[src/rtl/vga_frame_sequencer.sv]
// Per-frame draw sequencer: a full-screen background pass from ROM followed by a
// solid cursor overlay, written through a one-stage pipeline to the VGA adapter.
module vga_frame_sequencer #(
  parameter int unsigned H_RES     = 320,
  parameter int unsigned V_RES     = 240,
  parameter int unsigned CUR_SIZE  = 8,
  parameter int unsigned ADDR_W    = 17,
  parameter logic [2:0]  CUR_COLOR = 3'b111
) (
  input  logic              clk,
  input  logic              iResetn,
  input  logic              iVSync,
  input  logic [8:0]        iMouseX,
  input  logic [7:0]        iMouseY,
  input  logic [2:0]        iRomData,
  output logic [ADDR_W-1:0] oRomAddr,
  output logic [8:0]        oX,
  output logic [7:0]        oY,
  output logic [2:0]        oColor,
  output logic              oWriteEn,
  output logic              oBusy,
  output logic              oFrameDone,
  output logic              oOverrun
);

  localparam int unsigned CW = (CUR_SIZE > 1) ? $clog2(CUR_SIZE) : 1;

  typedef enum logic [1:0] {StIdle, StBg, StCur, StDone} state_e;

  state_e          state_q, state_d;
  logic            vsync_prev;
  logic            start;
  logic [8:0]      sx, mx, sx_a;
  logic [7:0]      sy, my, sy_a;
  logic [CW-1:0]   cx, cy;
  logic            valid_a;
  logic            pass_bg;
  logic            bg_last, cur_last, sx_last, cx_last;

  assign start    = ~iVSync & vsync_prev;
  assign sx_last  = (sx == 9'(H_RES - 1));
  assign bg_last  = sx_last && (sy == 8'(V_RES - 1));
  assign cx_last  = (cx == CW'(CUR_SIZE - 1));
  assign cur_last = cx_last && (cy == CW'(CUR_SIZE - 1));

  // Stage A: coordinate issue and next-state selection.
  always_comb begin
    state_d = state_q;
    sx_a    = sx;
    sy_a    = sy;
    valid_a = 1'b0;
    case (state_q)
      StIdle: begin
        if (start) state_d = StBg;
      end
      StBg: begin
        valid_a = 1'b1;
        if (bg_last) state_d = StCur;
      end
      StCur: begin
        valid_a = 1'b1;
        sx_a    = mx + 9'(cx);
        sy_a    = my + 8'(cy);
        if (cur_last) state_d = StDone;
      end
      StDone: begin
        state_d = StIdle;
      end
      default: state_d = StIdle;
    endcase
  end

  always_ff @(posedge clk or negedge iResetn) begin
    if (!iResetn) begin
      state_q    <= StIdle;
      vsync_prev <= 1'b0;
      sx         <= '0;
      sy         <= '0;
      mx         <= '0;
      my         <= '0;
      cx         <= '0;
      cy         <= '0;
      oRomAddr   <= '0;
      oX         <= '0;
      oY         <= '0;
      oWriteEn   <= 1'b0;
      pass_bg    <= 1'b0;
      oFrameDone <= 1'b0;
      oOverrun   <= 1'b0;
    end else begin
      vsync_prev <= iVSync;
      state_q    <= state_d;
      oOverrun   <= start && (state_q != StIdle);
      oFrameDone <= (state_q == StDone);
      oX         <= sx_a;
      oY         <= sy_a;
      oWriteEn   <= valid_a;
      pass_bg    <= (state_q == StBg);
      case (state_q)
        StIdle: begin
          if (start) begin
            // Clamp so the whole cursor square stays on screen.
            mx       <= (iMouseX > 9'(H_RES - CUR_SIZE)) ? 9'(H_RES - CUR_SIZE) : iMouseX;
            my       <= (iMouseY > 8'(V_RES - CUR_SIZE)) ? 8'(V_RES - CUR_SIZE) : iMouseY;
            sx       <= '0;
            sy       <= '0;
            oRomAddr <= '0;
          end
        end
        StBg: begin
          if (bg_last) begin
            cx <= '0;
            cy <= '0;
          end else begin
            oRomAddr <= oRomAddr + 1'b1;
            if (sx_last) begin
              sx <= '0;
              sy <= sy + 1'b1;
            end else begin
              sx <= sx + 1'b1;
            end
          end
        end
        StCur: begin
          if (cx_last) begin
            cx <= '0;
            cy <= cy + 1'b1;
          end else begin
            cx <= cx + 1'b1;
          end
        end
        default: ;
      endcase
    end
  end

  assign oColor = pass_bg ? iRomData : CUR_COLOR;
  assign oBusy  = (state_q != StIdle) | oWriteEn;

endmodule

[config.mk]
export PLATFORM = sky130hd
export DESIGN_NAME = vga_frame_sequencer
export DESIGN_NICKNAME = d
export VERILOG_FILES = /design/src/rtl/vga_frame_sequencer.sv
export SDC_FILE = /design/constraint.sdc
export NUM_CORES = 1
export LEC_CHECK = 0
export BUFFER_PORTS_ARGS = -buffer_cell sky130_fd_sc_hd__buf_2
export CORE_MARGIN = 2
export CORE_UTILIZATION = 43
export CTS_CLUSTER_SIZE = 20
export DETAILED_ROUTE_END_ITERATION = 7
export MAX_ROUTING_LAYER = met4
export PLACE_DENSITY_LB_ADDON = 0.15
export RECOVER_POWER = 50
export SKIP_CTS_REPAIR_TIMING = 1
export SLEW_MARGIN = 30
export SYNTH_ARGS = -nofsm -noshare
export SYNTH_HDL_FRONTEND = slang
export SYNTH_SLANG_ARGS = --single-unit
[constraint.sdc]
create_clock -name clk -period 2.94 [get_ports clk]
set_input_delay 0.735 -clock clk [delete_from_list [all_inputs] [get_ports clk]]
set_output_delay 0.735 -clock clk [all_outputs]
set_load 0.02 [all_outputs]
* After elaboration in Yosys (flattened, before gate mapping)
Cells that the tools add are included.
Word-level totals: bits in registers 81, bits of input ports 23, word-level logic and storage cells 80
Operators by class: add/subtract/negate cells 7, magnitude comparators 2, equality and inequality tests 13, multiplexer cells 26, bitwise gates (word level) 3, reduce and logical (&&, ||, !) cells 14
Operators with widths (count):
- $mux 9 | 5
- $mux 8 | 5
- $mux 17 | 2
- $pmux 17 s2 | 1
- $pmux 9 s2 | 1
- $add 17x1->17 const B | 1
- $pmux 8 s2 | 1
- $mux 3 | 4
- $ne 2x2->1 const B | 6
- $pmux 3 s2 | 2
- $add 9x1->9 const B | 1
- $add 9x3->9 | 1
- $eq 9x9->1 const B | 1
- $gt 9x9->1 const B | 1
- $reduce_and 3->1 | 3
- $add 8x1->8 const B | 1
- $add 8x3->8 | 1
- $eq 8x8->1 const B | 1
- $gt 8x8->1 const B | 1
- $pmux 2 s4 | 1
- $add 3x1->3 const B | 2
- $eq 3x3->1 const B | 2
- $mux 2 | 3
- $reduce_bool 2->1 | 3
- other kinds (11) | 15

* Depth between registers and ports, before layout
depth after elaboration 4, gate-level depth with buffers 9

* Least setup slack after synthesis
Ideal clock, no wire load.
path type reg2reg, start register sx[0], end register cy[0], setup time 0.126 ns, arrival 1.886 ns, required time 2.814 ns, slack 0.928 ns, stages on the path, launching flop included 7, path buffers 1, path through dfrtp_1 > ha_1 > nand4_1 > or4_1 > buf_2 > a21o_1 > a221o_1
On the way: word-level cells in the longest chain between the ends 4
Ends and longest elaborated chain:
- from (decl) | line 33 | logic [8:0] sx, mx, sx_a;
- from (signal assigned) | line 120 | sx <= sx + 1'b1;
- $eq 9x9->1 | line 41 | assign sx_last = (sx == 9'(H_RES - 1));
- $logic_and 1x1->1 | line 42 | assign bg_last = sx_last && (sy == 8'(V_RES - 1));
- $ne 2x2->1 (no source line)
- $reduce_and 3->1 (no source line)
- to (signal assigned) | line 127 | cy <= cy + 1'b1;
- to (decl) | line 35 | logic [CW-1:0] cx, cy;
Every way passes these cells. A chain may end at the register's enable or synchronous reset.

* Final worst setup path
Same ends and word-level chain as after synthesis.

==> results by group <==
Status
  – Status: complete, no violations

Final layout
  – Final instance area: 4980 um2
  – Fin nets: 538
  – Layout cells sized above 1: 16.8%
  – Area grow syn2layout: 14.9%
  – Ant diodes: 0
  – Final core utilization: 50.9%

Synth
  – Yosys cell types: 53
  – Yosys top cell area share: 46.8%
  – Mapped Cells: 437
  – Synth top area cells: dfrtp_1, ha_1, nand2_1
  – Synth Area per Inst: 9.92 um2
  – Yosys reg bits: 81
  – Number of flops mapped to enable cells by yosys: 0
  – Most frequent cells after synthesis: dfrtp_1, nand2_1, nor2_1, nand3_1, a31oi_1
  – Netlist Area Pre-Place: 4330 um2
  – Top_reg_cell synth: dfrtp_1
  – Area leader, netlist: dfrtp_1
  – Most numerous cell in the Yosys netlist: dfrtp_1
  – Post-Syn Nets: 479
  – Post-synthesis async set-or-reset flop share: 100%
  – Sequential fraction of the synthesis area: 46.8%
  – Yosys warns: 0

Detailed routing
  – Routed length per instance: 16.4 um
  – Drt drc: 0
  – Met3 wire length: 402 um
  – Detailed Route Iter0 Violations: 227
  – WL final: 10400 um
  – Routed Antenna Nets: 0
  – Via/cell ratio: 5.75
  – Met2 wire len: 5010 um
  – Drt first pass iters: 4
  – Vias: 3638
  – Routed metal-1 wirelength: 4840 um
  – Highest metal used: met4

Setup path
  – Reg2reg path depth: 5
  – Setup crit start kind: register
  – Critical Path RT: 3.17 ns
  – Worst reg2reg setup slack: 0.44 ns
  – Crit path arrival time: 2.73 ns
  – Kind of critical path: reg -> reg
  – Crit path from: sx[0]
  – Reg-to-Reg End: cy[0]
  – Crit-path max FO: 15
  – CP Capture Type: register
  – Launching point of the worst reg2reg path: sx[0]

STA
  – Final Hold Slack: 0.497 ns
  – Fin. Hold Viols: 0
  – Fin crit share: 84.9%
  – Final setup vio count: 0
  – Worst-margin pin slew: 1.19 ns
  – Worst Skew: 0.0156 ns
  – Fmax: 401 MHz
  – Setup TNS: 0 ns
  – Pins over their slew limit: 0
  – Tmin final: 2.50 ns
  – Max transition margin: 20.7%
  – RSZ-0062 raised after global routing: no

Floorplan
  – I/O Pins: 64
  – Row cnt: 36
  – Initial Utilization: 44.3%
  – Core area: 9770 um2
  – Die width: 104 um
  – Die ar.: 10900 um2
  – Die H: 104 um

Placed design
  – Placed cell area: 4800 um2
  – GPL Wtd Cong: 0.894
  – Post-DP HPWL: 7430 um
  – Port Buffers: 63

Power and ir drop
  – Pleak: 2.30 nW
  – Total power: 2.01 mW
  – Peak supply drop: 0.000164 V
  – Power density over the cells: 404 nW/um2

Clocking
  – Clk buf depth: 2
  – Clock-pin slew on the worst setup and hold paths: 0.08 ns
  – Clock root buffer: clkbuf_8
  – Clock latency on the worst-skew pair: 0.36 ns
  – Total CTS buffers: 9
  – H-Tree Depth: 3
  – CTS tree: done
  – Clock Sinks: 81

Hold path
  – Hold wc startpoint: my[7]
  – Worst hold path endpoint: my[7]
  – Worst hold stages: 2
  – HP Class: reg -> reg

Global route
  – GR Overflow Total: 0
  – Initial antenna violation count: 0
  – GRT Total Usage: 20.3%
  – Largest net degree at the start of global routing: 46
  – Vias in the first global route: 3482
  – First-pass GRT wire length: 17500 um

Flow run
  – Max-capacitance violation count: 0
==> per-stage QoR <==
stage,instances,setup slack (ns)
2_1_floorplan,437,0.928
3_3_place_gp,618,0.533
3_5_place_dp,618,0.446
4_1_cts,633,0.448
5_1_grt,633,0.296
6_report,633,0.444
==> routing by layer <==
layer,track usage (%),vias to the layer above
li1,-,1759
met2,31.5,80
met3,2.63,13
met1,27.5,1786
met5,-,-
met4,6.76,0
==> layout by cell type (no fill, tap or decap), drive strengths merged, types with 12 or more instances in the layout <==
cell type   n
dfrtp      81
o31ai      17
inv        15
nand4      12
a31oi      21
nand3      24
o21ai      20
buf        56
and3       13
ha         17
nor2       25
a21oi      19
a22o       12
nand2      36
clkbuf     28
==> power breakdown <==
part | internal, mW | switching [mW] | total (mW)
combinational | 0.0164 | 0.0368 | 0.0532
sequential | 1.11 | 0.000662 | 1.12
clock | 0.434 | 0.407 | 0.842
total | 1.56 | 0.445 | 2.01
==> flip-flops by register name, summed over array words and instances, names as in the netlist, 8 cells and up <==
| name | flops |
|---|---|
| mx | 9 |
| my | 8 |
| oRomAddr | 17 |
| oX | 9 |
| oY | 8 |
| sx | 9 |
| sy | 8 |
==> final cells by class <==
cell class              instances  area, um2
flip-flops and latches         81       2030
multi-input cells             316       2160
inverters                      15       56.3
repair buffers                 73        365
fillers                       924       4800
clock inverters                 4       52.6
well taps                     133        166
clock buffers                  11        151
==> logic make-up (layout without fill, tap and decap cells) <==
logic type / after synthesis / count (layout) / synth area share, %
compound gates: 123 / 123 / 20.0
xor+xnor: 9 / 9 / 1.82
fa+ha+maj: 19 / 19 / 5.83
buf+inv: 40 / 103 / 3.61
flops: 81 / 81 / 46.8
mux: 9 / 9 / 2.25
simple gates: 156 / 156 / 19.7
==> how the worst max path moves through the flow <==
stage                       end  slack (ns)
final                     cy[0]        0.44
after global routing      cy[2]        0.30
after CTS                 cy[0]        0.45
after detailed placement  cy[0]        0.45
after global placement    cy[2]        0.53
after floorplan           cy[0]        0.93
==> critical path, stage by stage, from the launching register on <==
cell and delay (ns):
dfrtp_1 0.41, ha_1 0.26, nand4_1 0.25, or4_1 0.75, a21o_1 0.35, a221o_1 0.36
Note: power is estimated with default switching activity, not from simulation.
